File: src/rtl/pipe_pkg.sv
// Shared EX/MEM field layout for the pipeline boundary stages.
// Payload and control widths are derived from the individual field widths.
package pipe_pkg;

  localparam int MEM_W  = 4;
  localparam int WB_W   = 2;
  localparam int REG_W  = 5;
  localparam int WORD_W = 32;

  // Payload: {PC+4+off, Result, OutB, WrReg}, WrReg in the low bits
  localparam int WRREG_LSB  = 0;
  localparam int OUTB_LSB   = WRREG_LSB + REG_W;
  localparam int RESULT_LSB = OUTB_LSB + WORD_W;
  localparam int PCOFF_LSB  = RESULT_LSB + WORD_W;
  localparam int PIPE_DATA_W = PCOFF_LSB + WORD_W;

  // Control: {MEM[3:0], WB[1:0], IOInst, Halt}
  localparam int HALT_BIT    = 0;
  localparam int IOINST_BIT  = 1;
  localparam int WB_LSB      = 2;
  localparam int MEM_LSB     = WB_LSB + WB_W;
  localparam int PIPE_CTRL_W = MEM_LSB + MEM_W;

endpackage

File: src/rtl/pipe_entry_reg.sv
// One pipeline entry: valid flag plus data and control registers,
// with load, control squash and full clear.
module pipe_entry_reg #(
  parameter int DATA_W = 101,
  parameter int CTRL_W = 8
) (
  input  logic              clk,
  input  logic              reset,
  input  logic              valid_d,
  input  logic              load,
  input  logic              squash,
  input  logic              clear,
  input  logic [DATA_W-1:0] data_d,
  input  logic [CTRL_W-1:0] ctrl_d,
  output logic              valid,
  output logic [DATA_W-1:0] data,
  output logic [CTRL_W-1:0] ctrl
);

  // NOTE: non-blocking assignments keep every flop sampling pre-edge values,
  // so main and skid can exchange contents in the same cycle without races.
  always_ff @(posedge clk or posedge reset) begin
    if (reset) begin
      valid <= 1'b0;
      data  <= '0;
      ctrl  <= '0;
    end else begin
      valid <= valid_d;
      if (clear) begin
        data <= '0;
        ctrl <= '0;
      end else begin
        if (load) data <= data_d;
        // Squash wins over load so an entry written during a flush lands as a bubble
        if (squash)    ctrl <= '0;
        else if (load) ctrl <= ctrl_d;
      end
    end
  end

endmodule

File: src/rtl/pipe_skid_stage.sv
// Valid/ready pipeline boundary register with a 2-entry skid buffer; in_ready
// comes straight from the skid valid flop, so out_ready never reaches upstream.
module pipe_skid_stage
  import pipe_pkg::*;
#(
  parameter int DATA_W     = PIPE_DATA_W,
  parameter int CTRL_W     = PIPE_CTRL_W,
  parameter bit FLUSH_DROP = 1'b0
) (
  input  logic              clk,
  input  logic              reset,
  input  logic              in_valid,
  output logic              in_ready,
  input  logic [DATA_W-1:0] in_data,
  input  logic [CTRL_W-1:0] in_ctrl,
  input  logic              flush,
  output logic              out_valid,
  input  logic              out_ready,
  output logic [DATA_W-1:0] out_data,
  output logic [CTRL_W-1:0] out_ctrl,
  output logic [1:0]        occupancy
);

  logic              main_valid, skid_valid;
  logic [DATA_W-1:0] main_data, skid_data, main_data_d;
  logic [CTRL_W-1:0] main_ctrl, skid_ctrl, main_ctrl_d;
  logic              accept, pop, drop, squash;
  logic              main_load, main_valid_d, skid_load, skid_valid_d;

  assign in_ready = ~skid_valid;

  // NOTE: every always_comb output gets a default first so no path leaves a
  // signal unassigned, which would otherwise infer a latch.
  always_comb begin
    accept       = in_valid & in_ready;
    pop          = main_valid & out_ready;
    drop         = flush & FLUSH_DROP;
    squash       = flush & ~FLUSH_DROP;
    main_load    = 1'b0;
    skid_load    = 1'b0;
    main_data_d  = in_data;
    main_ctrl_d  = in_ctrl;
    main_valid_d = main_valid;
    skid_valid_d = skid_valid;

    // Skid always refills main first, keeping strict FIFO order
    if (skid_valid) begin
      main_data_d = skid_data;
      main_ctrl_d = skid_ctrl;
    end

    main_load    = (accept & (~main_valid | pop)) | (pop & skid_valid);
    skid_load    = accept & main_valid & ~pop;
    main_valid_d = skid_valid | accept | (main_valid & ~pop);
    skid_valid_d = (skid_valid & ~pop) | skid_load;

    if (drop) begin
      main_valid_d = 1'b0;
      skid_valid_d = 1'b0;
    end
  end

  pipe_entry_reg #(.DATA_W(DATA_W), .CTRL_W(CTRL_W)) u_main (
    .clk     (clk),
    .reset   (reset),
    .valid_d (main_valid_d),
    .load    (main_load),
    .squash  (squash),
    .clear   (drop),
    .data_d  (main_data_d),
    .ctrl_d  (main_ctrl_d),
    .valid   (main_valid),
    .data    (main_data),
    .ctrl    (main_ctrl)
  );

  pipe_entry_reg #(.DATA_W(DATA_W), .CTRL_W(CTRL_W)) u_skid (
    .clk     (clk),
    .reset   (reset),
    .valid_d (skid_valid_d),
    .load    (skid_load),
    .squash  (squash),
    .clear   (drop),
    .data_d  (in_data),
    .ctrl_d  (in_ctrl),
    .valid   (skid_valid),
    .data    (skid_data),
    .ctrl    (skid_ctrl)
  );

  assign out_valid = main_valid;
  assign out_data  = main_data;
  assign out_ctrl  = main_ctrl;
  assign occupancy = {1'b0, main_valid} + {1'b0, skid_valid};

endmodule

File: config.mk
export PLATFORM = sky130hd
export DESIGN_NAME = pipe_skid_stage
export DESIGN_NICKNAME = d
export VERILOG_FILES = /design/src/rtl/pipe_pkg.sv /design/src/rtl/pipe_entry_reg.sv /design/src/rtl/pipe_skid_stage.sv
export SDC_FILE = /design/constraint.sdc
export NUM_CORES = 1
export LEC_CHECK = 0
export BUFFER_PORTS_ARGS = -buffer_cell sky130_fd_sc_hd__buf_2
export CORE_UTILIZATION = 51
export CTS_BUF_LIST = sky130_fd_sc_hd__clkbuf_8
export DETAILED_ROUTE_END_ITERATION = 10
export HOLD_SLACK_MARGIN = 0.15
export PLACE_DENSITY = 0.84
export SLEW_MARGIN = 20
export SYNTH_ARGS = -nofsm -noshare
export SYNTH_HDL_FRONTEND = slang
export SYNTH_HIERARCHICAL = 1
export SYNTH_SLANG_ARGS = --single-unit
File: constraint.sdc
create_clock -name clk -period 3.2 [get_ports clk]
set_input_delay 0.32 -clock clk [delete_from_list [all_inputs] [get_ports clk]]
set_output_delay 0.32 -clock clk [all_outputs]
set_load 0.01 [all_outputs]
Word-level counts from Yosys, hierarchy flattened --
Index checks and enable logic that the tools add are counted.
Storage, ports and cells: register bits after elaboration 220, bits of input ports 114, output and inout bits 113, logic and storage cells 31
Operators by class: add/sub/neg operators 1, multiplexer cells 6, bitwise operators 16, reductions and logical operators 2
Operators with widths (number):
- $mux W101 | 1
- $mux W8 | 5
- $and A1 B1 Y1 | 8
- $or A1 B1 Y1 | 5
- $reduce_bool A2 Y1 | 2
- $not A1 Y1 | 3
- $add A1 B1 Y2 | 1

Logic depth before layout (Yosys ltp) --
word-level depth 6, mapped depth 10, depth with buffers taken out 4

Hierarchy --
The synthesis kept the hierarchy.
Modules (own cells, without submodules):
- pipe_entry_reg | times used 2, cells an instance 354, area an instance 4410.5 um2, seq. area each 2752.6 um2
- pipe_skid_stage | times used 1, cells an instance 132, area an instance 1671.6 um2, seq. area each 0.0 um2

Least setup slack after synthesis --
No wires, ideal clock.
path kind reg-to-reg, from register u_skid.valid, to register u_skid.data[39], setup time 118 ps, arrival time 1716 ps, required time 3082 ps, slack 1366 ps, stages on the path, launching flop included 11, path buffers 6, period minus slack after synthesis 1834 ps, cells stage by stage dfrtp_1 buf_6 buf_12 buf_6 inv_1 and4_1 buf_4 buf_6 buf_8 mux2i_1 nor2_1
Between the ends: word-level cells in the longest chain between the ends 4
RTL lines:
- start, declared | line pipe_entry_reg.sv:15 | output logic valid,
- start signal, assigned | line pipe_entry_reg.sv:28 | valid <= valid_d;
- $not A1 Y1 | line pipe_skid_stage.sv:30 | assign in_ready = ~skid_valid;
- named net in_ready | line pipe_skid_stage.sv:13 | output logic in_ready,
- $and A1 B1 Y1 | line pipe_skid_stage.sv:35 | accept = in_valid & in_ready;
- $and A1 B1 Y1 (2 in series) | line pipe_skid_stage.sv:53 | skid_load = accept & main_valid & ~pop;
- named net skid_load | line pipe_skid_stage.sv:28 | logic main_load, main_valid_d, skid_load, skid_valid_d;
- end signal, assigned | line pipe_entry_reg.sv:33 | if (load) data <= data_d;
- end, declared | line pipe_entry_reg.sv:16 | output logic [DATA_W-1:0] data,
The timed path passes the listed nets, and every way through them passes these cells. A chain may end at the register's enable or synchronous reset.

Final worst setup path --
from register u_skid.valid, to output occupancy[0]
Between the ends: word-level cells in the longest chain between the ends 1
RTL lines:
- $add A1 B1 Y2 | line pipe_skid_stage.sv:94 | assign occupancy = {1'b0, main_valid} + {1'b0, skid_valid};
- end, declared | line pipe_skid_stage.sv:21 | output logic [1:0] occupancy
Every way passes these cells.

==> qor.yml <==
outcome:
  status: "finished clean"
global_routing:
  grt_pass1_wl_mm: 42.6
  grt-ovfl-total: 0
  track_usage_pct: 25.1
  grt_max_degree: 92
  antenna_found_initial: 0
  grt_pass1_vias: 8163
worst_setup_path:
  end_kind: "output port"
  critPathTopFamily: "buffers and inverters"
  cp.arrival_ns: 2.22
  cp_slowest_stage_delay_ns: 0.66
  cp_max_fo: 38
  crit_type: "reg2out"
  path_cells: "buf_4 > ha_1 > buf_2"
  critPathBufInv: 2
  critPathRequiredTime_ns: 2.88
  startpoint_type: "flop"
  crit_path_top_delay_cell: "dfrtp_4"
floorplan:
  initial_utilization_pct: 52.0
  core_region_area_um2: 20200
  design.die.area_um2: 21200
  fp.dieW_um: 145
  fp-row-count: 52
  die_y_um: 145
  ios: 227
yosys:
  synthMuxAreaShare_pct: 35.0
  synth-xor-area-share_pct: 0
  synthAdderAreaFrac_pct: 0.119
  synth-seq-area-share_pct: 52.5
  synth_top_family_by_area: "multiplexers"
  ys_ff_latch: 220
  synth-simple-area-share_pct: 8.00
  syn_area_um2: 10500
  ys_types: 19
  ys_warn_count: 6
  synth.avg_cell_area_um2: 12.5
  synth_compound_area_share_pct: 0.227
  synthCells: 840
route:
  vias: 7638
  ant_nets: 0
  routedWlPerCell_um: 17.8
  drt_first_pass_iters: 5
  route.detailed.drc: 0
  first_iter_violations: 309
  viasPerCell: 5.20
  drt_wl_total_mm: 26.2
timing:
  worst_slew_pin_slew_ns: 0.973
  tns_ns: 0
  rsz0062_at_grt: "false"
  setup_viol: 0
  period_needed_ns: 2.54
  fin_worst_skew_ns: 0.0149
  relSlewSlack_pct: 35.0
  hold_slack_ns: 0.412
  fin_crit_sh_pct: 79.4
  hold_violations: 0
  fmax_ghz: 0.394
  drv_slew: 0
power_and_ir_drop:
  power_uw: 6850
  p_leak_uw: 0.00694
  power_density_nw_per_um2: 504
  ir_drop_uv: 315
cells_and_area:
  diodes: 0
  syn_to_final_growth_pct: 29.6
  instances_no_fill: 1470
  finalNetCount: 1291
  drive_above_1_share_pct: 33.7
  finish.utilization_pct: 67.4
  fill_cells: 1394
job:
  drv_cap: 0
placement:
  place_congestion: 0.772
  portBuffers: 226
  dp_hpwl_mm: 14.5
  dp_cells: 1292
clock_tree:
  postCtsSetupRepairBufs: 0
  cts_buffer_depth: 3
  numCtsBuffers: 38
  h-tree-depth: 2
  ctsResizeCount: 0
  cts_tree: "built"
  ctsRootBufferMaster: "clkbuf_8"
  clk_pin_slew_worst_paths_ns: 0.06
  clk_latency_ns: 0.52
  clkSinkCount: 220
worst_hold_path:
  hp-class: "in2async"
cell families after synthesis:
group	Yosys count
AO/OA/AOI/OAI	4
adder cells (fa/ha/maj)	1
buffers and inverters	65
flip-flops	220
multiplexers	328
other	1
AND/OR/NAND/NOR	221
cell usage in the layout (no fill, tap or decap):
master,synthesis,layout
a211o_1,1,1
a21oi_1,3,2
a21oi_4,0,1
and4_4,0,1
buf_12,1,5
buf_2,6,226
buf_4,20,7
clkbuf_8,0,48
clkinv_2,0,1
clkinvlp_4,0,3
conb_1,1,6
dfrtp_1,220,219
dfrtp_4,0,1
dlygate4sd3_1,0,114
ha_1,1,1
inv_1,4,16
mux2_2,43,43
mux2_4,66,66
mux2i_1,219,219
nor2_1,218,218
or2_2,2,2
worst paths after layout:
check                           startpoint               to  slack [ns]  cells past startpoint
max                           u_skid/valid     occupancy[0]        0.66                      3
min                                  reset  u_skid/data[63]        0.41                      3
max reg2reg                   u_skid/valid   u_main/ctrl[2]        1.09                      5
min reg2reg                u_skid/data[26]  u_skid/data[26]        0.51                      2
max in group asynchronous            reset  u_main/data[11]        1.78                      4
min in group clk           u_skid/data[26]  u_skid/data[26]        0.51                      2
Yosys cell counts:
master | instances | area share [%]
a211o_1 | 1 | 0.083
a21oi_1 | 3 | 0.14
and4_1 | 1 | 0.083
buf_1 | 2 | 0.072
buf_12 | 1 | 0.19
buf_2 | 6 | 0.29
buf_4 | 20 | 1.4
buf_6 | 10 | 1.1
buf_8 | 2 | 0.29
clkbuf_1 | 20 | 0.72
conb_1 | 1 | 0.036
dfrtp_1 | 220 | 52
ha_1 | 1 | 0.12
inv_1 | 4 | 0.14
mux2_2 | 43 | 4.6
mux2_4 | 66 | 9.4
mux2i_1 | 219 | 21
nor2_1 | 218 | 7.8
or2_2 | 2 | 0.12
metal layers:
metal,up-vias,track usage (%),wire length (um)
met5,-,0,0
met4,0,7.42,502
met3,41,5.17,1420
met2,239,43.0,13100
met1,3838,32.1,11200
li1,3520,-,-
final cells by class:
cell class / count / area [um2] / area share, %
tap: 270 / 338 / 2.48
clock buffer: 48 / 661 / 4.86
multi-input combinational: 560 / 4580 / 33.7
sequential: 220 / 5510 / 40.5
clock inverter: 16 / 65.1 / 0.478
timing repair buffer: 352 / 2420 / 17.8
inverter: 4 / 22.5 / 0.166
power breakdown:
group	switching, uW	internal (uW)	leakage, uW
sequential	111	2940	0.00301
clock	1100	1340	0.000424
combinational	662	693	0.00351
through the flow:
step	setup WS, ns	area [um2]
after global routing	0.558	13600
after floorplan	1.37	10500
after CTS	0.608	13600
after detailed placement	1.16	11700
final	0.659	13600
after global placement	1.19	11700
flip-flops by register name, summed over array words and instances (netlist names):
register	count
u_main/data	101
u_skid/valid	1
u_skid/ctrl	8
u_main/valid	1
u_main/ctrl	8
u_skid/data	101
repair_timing:
action,in CTS,in global routing
setup endpoints to repair,0,0
hold buffers,114,0
hold endpoints to repair,163,0
worst reg2reg max path: stages (launching register included):
cell     delay [ns]
dfrtp_4        0.66
mux2i_1        0.18
a21oi_4        0.19
buf_12         0.45
mux2i_1        0.39
nor2_1         0.11
Power figures use the tool's default switching activity.
